### src/rtl/button_debounce_pkg.sv
// ----------------------------------------------------------------------------
// button_debounce_pkg
//   Shared definitions for the button debounce front end.
//   - state_t      : 2-bit FSM state encoding (IDLE_LOW/WAIT_HIGH/IDLE_HIGH/
//                    WAIT_LOW = 00/01/10/11). The MSB of the IDLE states equals
//                    the debounced level they represent.
//   - GLITCH_W     : width of the optional rejected-transition counter.
//   - glitch_inc() : saturating increment used by that counter.
// ----------------------------------------------------------------------------
package button_debounce_pkg;

    typedef enum logic [1:0] {
        ST_IDLE_LOW  = 2'b00,
        ST_WAIT_HIGH = 2'b01,
        ST_IDLE_HIGH = 2'b10,
        ST_WAIT_LOW  = 2'b11
    } state_t;

    localparam int GLITCH_W = 8;
    localparam logic [GLITCH_W-1:0] GLITCH_MAX = {GLITCH_W{1'b1}};

    // Saturating increment: the counter sticks at all-ones rather than
    // wrapping, so a large reading can never be mistaken for a small one.
    function automatic logic [GLITCH_W-1:0] glitch_inc(input logic [GLITCH_W-1:0] cnt);
        if (cnt == GLITCH_MAX) begin
            return cnt;
        end
        return cnt + 1'b1;
    endfunction

endpackage

### src/rtl/button_debounce_sync_chain.sv
// ----------------------------------------------------------------------------
// sync_chain
//   Parameterised flop chain that brings an asynchronous single-bit input
//   into the clk domain. All stages reset to 0. Reusable for any async pin.
//
// Parameters
//   STAGES  number of flops in the chain (>= 2 for metastability settling)
// Ports
//   clk    in  1  clock, rising edge
//   reset  in  1  asynchronous, active-high; clears every stage to 0
//   d      in  1  asynchronous input
//   q      out 1  synchronised output (last stage)
// ----------------------------------------------------------------------------
module sync_chain #(
    parameter int STAGES = 2
) (
    input  logic clk,
    input  logic reset,
    input  logic d,
    output logic q
);

    logic [STAGES-1:0] r_stage;

    genvar gi;
    generate
        for (gi = 0; gi < STAGES; gi++) begin : g_stage
            logic w_din;
            if (gi == 0) begin : g_first
                assign w_din = d;
            end else begin : g_rest
                assign w_din = r_stage[gi-1];
            end

            always_ff @(posedge clk or posedge reset) begin
                if (reset) begin
                    r_stage[gi] <= 1'b0;
                end else begin
                    r_stage[gi] <= w_din;
                end
            end
        end
    endgenerate

    assign q = r_stage[STAGES-1];

endmodule

### src/rtl/button_debounce.sv
// ----------------------------------------------------------------------------
// button_debounce
//   Conditions a raw, bouncing button/switch pin. The pin is synchronised
//   into clk, then a level change is only accepted once the synchronised
//   value has held for STABLE_CYCLES consecutive samples after leaving an
//   IDLE state. Any opposite sample during qualification aborts and the
//   counter restarts from 0 on the next attempt (no partial credit).
//
//   Latency: if edge 0 is the first clk edge sampling a stable btn_in,
//   btn_level changes on edge SYNC_STAGES + STABLE_CYCLES.
//
// Parameters
//   SYNC_STAGES    synchroniser depth, >= 2
//   STABLE_CYCLES  stable samples needed to accept a change, >= 2
//   CNT_W          stability counter width, 2**CNT_W > STABLE_CYCLES-1
// Ports
//   clk           in   1  system clock, rising edge
//   reset         in   1  asynchronous assert, active-high (release must be
//                         synchronous to clk upstream)
//   btn_in        in   1  raw pin, asynchronous, may bounce
//   btn_level     out  1  debounced level, registered
//   btn_changed   out  1  registered 1-cycle pulse on every btn_level change
//   glitch_count  out  8  saturating count of aborted qualifications;
//                         only present when DEBOUNCE_GLITCH_CNT_EN is defined
//
// Build option
//   DEBOUNCE_GLITCH_CNT_EN : adds the glitch_count port and counter.
// ----------------------------------------------------------------------------
module button_debounce
    import button_debounce_pkg::*;
#(
    parameter int SYNC_STAGES   = 2,
    parameter int STABLE_CYCLES = 50000,
    parameter int CNT_W         = 16
) (
    input  logic clk,
    input  logic reset,
    input  logic btn_in,
    output logic btn_level,
    output logic btn_changed
`ifdef DEBOUNCE_GLITCH_CNT_EN
    ,
    output logic [GLITCH_W-1:0] glitch_count
`endif
);

    // The terminal compare fires at STABLE_CYCLES-1, so the counter never
    // needs to represent STABLE_CYCLES itself and cannot wrap.
    localparam logic [CNT_W-1:0] CNT_TERM = CNT_W'(STABLE_CYCLES - 1);

    logic              w_s;        // synchronised pin
    state_t            r_state;
    logic [CNT_W-1:0]  r_cnt;
    logic              r_level;
    logic              r_changed;
`ifdef DEBOUNCE_GLITCH_CNT_EN
    logic [GLITCH_W-1:0] r_glitch;
`endif

    sync_chain #(
        .STAGES (SYNC_STAGES)
    ) u_sync (
        .clk   (clk),
        .reset (reset),
        .d     (btn_in),
        .q     (w_s)
    );

    // State, counter and outputs all update on the same edge, so btn_level
    // and btn_changed are true registers with no path from btn_in.
    always_ff @(posedge clk or posedge reset) begin
        if (reset) begin
            r_state   <= ST_IDLE_LOW;
            r_cnt     <= '0;
            r_level   <= 1'b0;
            r_changed <= 1'b0;
`ifdef DEBOUNCE_GLITCH_CNT_EN
            r_glitch  <= '0;
`endif
        end else begin
            r_changed <= 1'b0;

            case (r_state)
                ST_IDLE_LOW: begin
                    r_cnt <= '0;
                    if (w_s) begin
                        r_state <= ST_WAIT_HIGH;
                    end
                end

                ST_WAIT_HIGH: begin
                    if (!w_s) begin
                        // Opposite sample: discard progress, count a glitch.
                        r_state <= ST_IDLE_LOW;
                        r_cnt   <= '0;
`ifdef DEBOUNCE_GLITCH_CNT_EN
                        r_glitch <= glitch_inc(r_glitch);
`endif
                    end else if (r_cnt == CNT_TERM) begin
                        r_state   <= ST_IDLE_HIGH;
                        r_cnt     <= '0;
                        r_level   <= 1'b1;
                        r_changed <= 1'b1;
                    end else begin
                        r_cnt <= r_cnt + 1'b1;
                    end
                end

                ST_IDLE_HIGH: begin
                    r_cnt <= '0;
                    if (!w_s) begin
                        r_state <= ST_WAIT_LOW;
                    end
                end

                ST_WAIT_LOW: begin
                    if (w_s) begin
                        r_state <= ST_IDLE_HIGH;
                        r_cnt   <= '0;
`ifdef DEBOUNCE_GLITCH_CNT_EN
                        r_glitch <= glitch_inc(r_glitch);
`endif
                    end else if (r_cnt == CNT_TERM) begin
                        r_state   <= ST_IDLE_LOW;
                        r_cnt     <= '0;
                        r_level   <= 1'b0;
                        r_changed <= 1'b1;
                    end else begin
                        r_cnt <= r_cnt + 1'b1;
                    end
                end

                default: begin
                    r_state <= ST_IDLE_LOW;
                    r_cnt   <= '0;
                    r_level <= 1'b0;
                end
            endcase
        end
    end

    assign btn_level   = r_level;
    assign btn_changed = r_changed;
`ifdef DEBOUNCE_GLITCH_CNT_EN
    assign glitch_count = r_glitch;
`endif

endmodule

### config.mk
export PLATFORM = sky130hd
export DESIGN_NAME = button_debounce
export DESIGN_NICKNAME = d
export VERILOG_FILES = /design/src/rtl/button_debounce_pkg.sv /design/src/rtl/button_debounce_sync_chain.sv /design/src/rtl/button_debounce.sv
export SDC_FILE = /design/constraint.sdc
export NUM_CORES = 1
export LEC_CHECK = 0
export CAP_MARGIN = 20
export CORE_MARGIN = 5
export CORE_UTILIZATION = 30
export DETAILED_ROUTE_END_ITERATION = 10
export PLACE_DENSITY = 0.45
export SKIP_CTS_REPAIR_TIMING = 1
export SLEW_MARGIN = 20
export SYNTH_ARGS = -nofsm -noshare
export SYNTH_HDL_FRONTEND = slang
export SYNTH_SLANG_ARGS = --single-unit
### constraint.sdc
create_clock -name clk -period 2.7 [get_ports clk]
set_input_delay 0.405 -clock clk [delete_from_list [all_inputs] [get_ports clk]]
set_output_delay 0.405 -clock clk [all_outputs]
set_load 0.05 [all_outputs]
==> impl_metrics.py, run 1 <==
metrics = {
    "run_status": {
        "outcome": "finished, final reports clean",
    },
    "sta": {
        "finalHoldViolCount": 0,
        "max_clock_freq_mhz": 457,
        "relSlewSlack_pct": 42.6,
        "rsz0062_at_grt": "false",
        "period_minus_slack_ns": 2.19,
        "fin_crit_sh_pct": 81.0,
        "skew_ns": 0.0152,
        "worst_slew_pin_slew_ns": 0.860,
        "drv_slew": 0,
        "fin_hold_ws_ns": 0.364,
        "final-setup-viol-count": 0,
        "final.setup.tns_ns": 0,
    },
    "critical_path": {
        "r2r-start": "r_cnt[11]$_DFF_PP0_",
        "startpoint_type": "flop",
        "crit_required_ns": 2.87,
        "timing.rr.end": "r_cnt[6]$_DFF_PP0_",
        "arrival_ns": 2.36,
        "worstSetupPathType": "flop to flop",
        "startpoint": "r_cnt[11]$_DFF_PP0_",
        "rrSetupSlack_ns": 0.51,
        "endpoint_kind": "flop",
        "endpoint": "r_cnt[6]$_DFF_PP0_",
        "rr_worst_depth": 4,
        "worstPathMaxFanout": 16,
    },
    "synth": {
        "synth_simple_gate_area_share_pct": 24.7,
        "yosys.area.top_type": "dfrtp_1",
        "synth_nets": 101,
        "synth_area_leaders": "dfrtp_1 (54%), xnor2_1 (12%), nor2_1 (7.3%), nand4_1 (3.1%), nand3_1 (2.4%)",
        "avgSynthCellArea_um2": 10.6,
        "synth_top_family_by_area": "simple AND/OR/NAND/NOR gates",
        "synth-xor-area-share_pct": 12.8,
        "syn_area_um2": 1020,
        "yosysTopAreaCellShare_pct": 53.8,
        "syn_inst": 97,
        "muxShareOfSynthArea_pct": 1.47,
        "synth_compound_area_share_pct": 1.96,
        "ys_warn_count": 0,
        "yosysUniqueCellTypes": 22,
        "synth-seq-area-share_pct": 53.8,
        "yosys_register_bits": 22,
        "synthAdderAreaFrac_pct": 1.22,
    },
    "global_route": {
        "antenna_found_initial": 0,
        "grt_use_total_pct": 9.72,
        "grt_remaining_overflow": 0,
        "grt_pass1_vias": 692,
        "grt_start_max_net_pins": 23,
        "grt_pass1_wl_um": 3290,
    },
    "final_layout": {
        "fin_nets": 108,
        "insertedDiodeCount": 0,
        "syn_to_final_growth_pct": 12.8,
        "drive_gt1_share_pct": 8.74,
        "final_cells": 149,
    },
    "power": {
        "p_total_w": 0.000605,
        "irDropWorstVdd_mv": 0.146,
        "internal-power_w": 0.000488,
        "p_per_area_nw_per_um2": 524,
        "leakage_nw": 0.434,
        "power_frac_seq_pct": 55.6,
        "power_frac_clock_pct": 41.5,
        "p_sw_w": 0.000117,
        "swShare_pct": 19.3,
        "comb_power_share_pct": 2.9,
    },
    "drt": {
        "drt_iter0_markers": 14,
        "drc": 0,
        "dr.pass1.iters": 4,
        "vias_per_cell": 4.53,
        "wire_per_inst_um": 11.8,
        "wl_um": 1760,
        "ant_nets": 0,
        "vias": 675,
    },
    "floorplan": {
        "die_w_um": 68.4,
        "die_h_um": 68.4,
        "io-pin-count": 5,
        "placementRows": 21,
        "core_area_um2": 3310,
        "initial_core_util_pct": 30.9,
        "die_area_um2": 4680,
    },
    "min_path": {
        "min_path_type": "flop to flop",
    },
    "cts": {
        "cts_made_buffers": 3,
        "cts_tree": "yes",
        "cts.sinks": 22,
        "clockBufferDepth": 2,
        "clkTransAtPathRegs_ns": 0.13,
        "root_buffer": "clkbuf_4",
        "cts.htree.levels": 1,
        "clk_latency_ns": 0.31,
    },
    "run": {
        "cap_violations": 0,
    },
    "placement": {
        "io_buffers": 4,
        "place.gp.congestion": 0.821,
        "hpwl_um": 1220,
        "post-place-cells": 145,
    },
}
==> cells in the mapped netlist <==
cell type  count
buf_4          1
nor4_1         4
nor3_1         4
nand4_1        5
inv_1          6
dfrtp_1       22
nor4_2         1
xor2_1         1
nand2_1        3
nand3b_1       1
a31oi_1        1
ha_1           1
a2bb2oi_1      1
mux2_4         1
or4_4          2
xnor2_1       14
nand3_1        5
a21oi_1        1
nor2_1        20
or4b_4         1
buf_6          1
or3b_1         1
==> cells in the final DEF, fill, tap and decap left out, types with 2 or more instances in the layout <==
master / n
dfrtp_1: 22
nor2_1: 20
xnor2_1: 14
inv_1: 6
nand4_1: 5
nand3_1: 5
nor3_1: 4
nor4_1: 4
clkdlybuf4s50_1: 4
nand2_1: 3
clkbuf_4: 3
or4_4: 2
==> metrics by stage <==
stage | instance area (um^2) | utilization [%] | worst slack, ns
6_report | 1150 | 34.9 | 0.512
3_3_place_gp | 1100 | 33.3 | 0.585
4_1_cts | 1150 | 34.9 | 0.492
2_1_floorplan | 1020 | - | 0.793
5_1_grt | 1150 | 34.9 | 0.275
3_5_place_dp | 1100 | 33.3 | 0.497
==> worst min-delay path by stage <==
stage                                 startpoint                 end  slack [ns]  cells after the start
2_1_floorplan  u_sync.g_stage[1].w_din$_DFF_PP0_  u_sync.q$_DFF_PP0_        0.33                      0
3_3_place_gp   u_sync.g_stage[1].w_din$_DFF_PP0_  u_sync.q$_DFF_PP0_        0.33                      0
3_5_place_dp   u_sync.g_stage[1].w_din$_DFF_PP0_  u_sync.q$_DFF_PP0_        0.33                      0
4_1_cts        u_sync.g_stage[1].w_din$_DFF_PP0_  u_sync.q$_DFF_PP0_        0.37                      0
5_1_grt        u_sync.g_stage[1].w_din$_DFF_PP0_  u_sync.q$_DFF_PP0_        0.37                      0
6_report       u_sync.g_stage[1].w_din$_DFF_PP0_  u_sync.q$_DFF_PP0_        0.36                      0
==> power by group through the flow <==
stage	clock network (W)	logic [W]	registers, W
final	0.000251	0.0000175	0.000336
after global routing	0.000281	0.0000214	0.000337
after CTS	0.000261	0.0000184	0.000336
after detailed placement	0	0.0000183	0.000343
after global placement	0	0.0000178	0.000343
after floorplan	0	0.0000140	0.000342
==> metal layers <==
| layer | vias up | track usage [%] | wire length [um] |
|---|---|---|---|
| met1 | 323 | 12.6 | 864 |
| met5 | - | 0 | 0 |
| met2 | 6 | 14.7 | 800 |
| met4 | 0 | 5.21 | 35 |
| li1 | 342 | - | - |
| met3 | 4 | 2.46 | 58 |
==> layout make-up <==
class	instances	area (um^2)
timing repair buffer	4	40.0
sequential	22	551
fill	354	2160
clock inverter	1	30.0
clock buffer	3	22.5
inverter	6	22.5
tap	46	57.6
multi-input combinational	67	432
==> state kept, by name, indices dropped and copies added (netlist names), named ones only <==
signal / count
u_sync.q: 1
btn_level: 1
btn_changed: 1
u_sync.g_stage.w_din: 1
r_cnt: 16
r_state: 1
==> cells by family (layout without fill, tap and decap cells) <==
group	after synthesis	in the layout
AOI/OAI and AO/OA	3	3
xor gates and xnor gates	15	15
adders and majority gates	1	1
buffers and inverters	8	14
DFF	22	22
muxes	1	1
and+or+nand+nor	47	47
==> worst max-delay path: stages (launching register included) <==
cell	delay, ns
dfrtp_1	0.46
or4b_4	0.56
nor4_2	0.39
or3b_1	0.53
nor2_1	0.12
Power figures use the tool's default switching activity.
==> inputs of run 2 (changes only) <==
Clock period 2.7 ns to 2.2 ns, I/O delays scaled along.
==> run 2 against run 1 <==
Non-clock buffer count up 3. Via count up 5.6%. Cell count up 2.0%. Sequential cell count unchanged. Register-to-register slack worse by 0.29 ns. First-iteration DRC count up 120%. Worst hold slack worse by 0.040 ns. Global-route usage down 0.49 points. Critical path type unchanged. Largest cell class unchanged. Largest power group unchanged.
==> impl_metrics.py, run 2 (same netlist as run 1, synthesis figures left out) <==
metrics = {
    "sta": {
        "rsz0062_at_grt": "false",
        "final-setup-viol-count": 0,
        "relSlewSlack_pct": 67.0,
        "final.setup.tns_ns": 0,
        "fin_hold_ws_ns": 0.324,
        "finalHoldViolCount": 0,
        "worst_slew_pin_slew_ns": 0.493,
        "skew_ns": 0.00720,
        "drv_slew": 0,
        "max_clock_freq_mhz": 507,
        "period_minus_slack_ns": 1.97,
        "fin_crit_sh_pct": 89.7,
    },
    "power": {
        "leakage_nw": 0.455,
        "irDropWorstVdd_mv": 0.201,
        "p_per_area_nw_per_um2": 636,
    },
    "drt": {
        "dr.pass1.iters": 4,
        "drt_iter0_markers": 31,
        "ant_nets": 0,
        "wl_um": 1810,
        "drc": 0,
        "vias_per_cell": 4.69,
        "vias": 713,
        "wire_per_inst_um": 11.9,
    },
    "floorplan": {
        "io-pin-count": 5,
        "initial_core_util_pct": 30.9,
        "die_area_um2": 4680,
        "die_h_um": 68.4,
        "placementRows": 21,
        "die_w_um": 68.4,
        "core_area_um2": 3310,
    },
    "final_layout": {
        "fin_nets": 111,
        "seq_area_um2": 551,
        "drive_gt1_share_pct": 11.3,
        "syn_to_final_growth_pct": 16.3,
        "nFillCells": 348,
        "largest_register_ffs": 16,
        "mostFrequentLayoutCell": "dfrtp_1",
        "final_cell_mix": "dfrtp_1 (22), nor2_1 (20), xnor2_1 (14)",
        "largest_register": "r_cnt",
        "insertedDiodeCount": 0,
        "multiInputGateArea_um2": 432,
    },
    "cts": {
        "cts.sinks": 22,
        "cts_made_buffers": 3,
        "clkTransAtPathRegs_ns": 0.13,
        "cts_tree": "yes",
        "clk_latency_ns": 0.32,
        "cts.htree.levels": 1,
        "root_buffer": "clkbuf_4",
        "clockBufferDepth": 2,
    },
    "min_path": {
        "min_path_type": "input port to asynchronous set/reset pin",
    },
    "global_route": {
        "grt_start_max_net_pins": 23,
        "grt_pass1_vias": 668,
        "grtUsageMet1_pct": 11.8,
        "busiest_layer": "met2",
        "use_met2_pct": 14.2,
        "grt_remaining_overflow": 0,
        "grt_use_total_pct": 9.22,
        "use_met3_pct": 2.13,
        "antenna_found_initial": 0,
        "grt_pass1_wl_um": 3170,
    },
    "run_status": {
        "outcome": "finished, final reports clean",
    },
    "critical_path": {
        "worstSetupPathType": "flop to flop",
        "rr_worst_depth": 3,
        "worstPathMaxFanout": 6,
        "arrival_ns": 2.20,
        "endpoint_kind": "flop",
        "startpoint_type": "flop",
        "crit_required_ns": 2.42,
    },
    "placement": {
        "hpwl_um": 1280,
        "place.gp.congestion": 0.819,
        "io_buffers": 4,
    },
    "run": {
        "cap_violations": 0,
    },
}
==> run 2: area by class of cell <==
cell class	instances	area share, %
clock buffers	3	1.89
clock inverters	1	2.52
inverters	6	1.89
multi-input cells	67	36.3
flip-flops and latches	22	46.3
well taps	46	4.84
repair buffers	7	6.31
==> run 2: critical path, stage by stage (launching register included) <==
cell and delay, ns:
dfrtp_1 0.47, or4b_4 0.57, or4_4 0.53, mux2_4 0.31
==> run 2: power breakdown <==
group          switching [W]   total, W  internal, W
Sequential        0.00000399   0.000413     0.000409
Combinational      0.0000156  0.0000268    0.0000111
Clock               0.000133   0.000317     0.000184
==> run 2: final timing paths <==
path / startpoint / end / slack (ns)
max: r_cnt[11]$_DFF_PP0_ / flop / 0.23
min: reset / u_sync.q$_DFF_PP0_ / 0.32
max reg2reg: r_cnt[11]$_DFF_PP0_ / flop / 0.23
min reg2reg: u_sync.g_stage[1].w_din$_DFF_PP0_ / u_sync.q$_DFF_PP0_ / 0.37
max in group asynchronous: reset / r_cnt[4]$_DFF_PP0_ / 1.65
min in group clk: u_sync.g_stage[1].w_din$_DFF_PP0_ / u_sync.q$_DFF_PP0_ / 0.37
==> run 2: metal layers <==
layer,vias up,share of wire (%)
li1,348,-
met1,347,48
met2,13,46
met3,5,4.1
met4,0,2.5
met5,-,0
==> run 2: stage by stage <==
step	setup slack [ns]	cell area (um^2)	power (W)	utilization, %	instances
after global routing	0.193	1190	0.000785	35.9	152
after CTS	0.230	1190	0.000765	35.9	152
after detailed placement	0.250	1140	0.000449	34.4	148
after floorplan	0.293	1020	0.000437	-	97
after global placement	0.274	1140	0.000448	34.4	148
final	0.227	1190	0.000756	35.9	152
==> inputs of run 3 (changes only) <==
Settings changed: CORE_MARGIN 5 to not set, CTS_CLUSTER_DIAMETER set to 80.
==> run 3 against run 2 <==
Largest power group unchanged. Sequential power about the same. Worst hold slack worse by 0.024 ns. Global-route usage is 2.7 points higher. Combinational power down 6%. First-iteration DRC count decreased by 55%. Highest routed layer unchanged.
==> impl_metrics.py, run 3 (same netlist as run 1, synthesis figures left out) <==
metrics = {
    "run_status": {
        "outcome": "finished, final reports clean",
    },
    "global_route": {
        "grt_start_max_net_pins": 14,
        "grt_pass1_wl_um": 3190,
        "grt_remaining_overflow": 0,
        "grt_pass1_vias": 672,
        "grt_use_total_pct": 11.9,
        "antenna_found_initial": 0,
    },
    "critical_path": {
        "slowest_stage": "or4b_4",
        "worstPathCellList": "or4b_4 -> or4_4 -> mux2_4",
        "worstSetupPathType": "flop to flop",
        "crit_required_ns": 2.41,
        "endpoint_kind": "flop",
        "cp_top_family": "simple AND/OR/NAND/NOR gates",
        "worstPathMaxFanout": 6,
        "cp.buffers_inverters": 0,
        "rr_worst_depth": 3,
        "r2r-start": "r_cnt[11]$_DFF_PP0_",
        "startpoint_type": "flop",
        "arrival_ns": 2.18,
        "startpoint": "r_cnt[11]$_DFF_PP0_",
        "cp_slowest_stage_delay_ns": 0.57,
        "worst-path-stages": 3,
    },
    "floorplan": {
        "die_h_um": 60.4,
        "die_w_um": 60.4,
        "core_area_um2": 3150,
        "die_area_um2": 3650,
        "io-pin-count": 5,
        "placementRows": 20,
        "initial_core_util_pct": 32.5,
    },
    "final_layout": {
        "largest_register": "r_cnt",
        "final_util_pct": 37.3,
        "fin_area_um2": 1170,
        "mostFrequentLayoutCell": "dfrtp_1",
        "final_cell_mix": "dfrtp_1 (22), nor2_1 (20), xnor2_1 (14)",
        "syn_to_final_growth_pct": 14.8,
        "fin_nets": 111,
        "drive_gt1_share_pct": 11.3,
        "largest_register_ffs": 16,
        "insertedDiodeCount": 0,
    },
    "drt": {
        "wire_per_inst_um": 11.8,
        "dr.pass1.iters": 4,
        "drc": 0,
        "ant_nets": 0,
        "drt_iter0_markers": 14,
        "vias": 702,
        "vias_per_cell": 4.68,
        "wl_um": 1770,
    },
    "power": {
        "irDropWorstVdd_mv": 0.205,
        "p_per_area_nw_per_um2": 640,
        "leakage_nw": 0.448,
    },
    "sta": {
        "fin_crit_sh_pct": 89.6,
        "fin_hold_ws_ns": 0.300,
        "relSlewSlack_pct": 67.2,
        "final.setup.tns_ns": 0,
        "final-setup-viol-count": 0,
        "skew_ns": 0.00880,
        "drv_slew": 0,
        "max_clock_freq_mhz": 507,
        "period_minus_slack_ns": 1.97,
        "finalHoldViolCount": 0,
        "rsz0062_at_grt": "false",
        "worst_slew_pin_slew_ns": 0.490,
    },
    "cts": {
        "cts_made_buffers": 3,
        "clockBufferDepth": 2,
        "cts.sinks": 22,
        "cts.htree.levels": 1,
        "cts_tree": "yes",
        "root_buffer": "clkbuf_4",
        "clk_latency_ns": 0.31,
        "clkTransAtPathRegs_ns": 0.13,
    },
    "placement": {
        "place.gp.congestion": 0.739,
        "io_buffers": 4,
        "hpwl_um": 1330,
        "place_area_um2": 1120,
    },
    "min_path": {
        "min_path_type": "input port to asynchronous set/reset pin",
    },
    "run": {
        "cap_violations": 0,
    },
}
[run 3: stage by stage]
stage	std cells	total power, W	setup WS (ns)
after floorplan	97	0.000437	0.293
after global placement	146	0.000447	0.261
after detailed placement	146	0.000447	0.258
after CTS	150	0.000763	0.230
after global routing	150	0.000790	0.132
final	150	0.000752	0.229
[run 3: report_power, final]
group          leakage, nW  total [W]  switching (W)  internal [W]
logic                0.121  0.0000251      0.0000153    0.00000984
clock network       0.0279   0.000314       0.000130      0.000184
registers            0.299   0.000413     0.00000373      0.000409
[run 3: worst reg2reg max path: cells and delay by family (launching register included)]
family | cells | cell delay [ns]
AND/OR/NAND/NOR | 2 | 1.11
flip-flops | 1 | 0.47
multiplexers | 1 | 0.30
[run 3: path summary, 6_finish.rpt]
| check | end | slack [ns] |
|---|---|---|
| min | r_cnt[1]$_DFF_PP0_ | 0.30 |
| min reg2reg | u_sync.q$_DFF_PP0_ | 0.37 |
| min in group clk | u_sync.q$_DFF_PP0_ | 0.37 |
| max | flop | 0.23 |
| max in group asynchronous | r_cnt[6]$_DFF_PP0_ | 1.38 |
| max reg2reg | flop | 0.23 |
[run 3: routing by layer]
layer	track usage, %	share of wire, %	up-vias
met3	1.92	1.9	2
met4	5.84	0.85	0
met2	17.6	45	6
met5	0	0	-
li1	-	-	346
met1	17.0	52	348
[run 3: layout make-up]
cell class	instances	area, um^2
fillers	340	1980
flip-flops and latches	22	551
multi-input cells	67	432
repair buffers	7	62.6
well taps	44	55.1
clock inverters	1	30.0
clock buffers	3	22.5
inverters	6	22.5
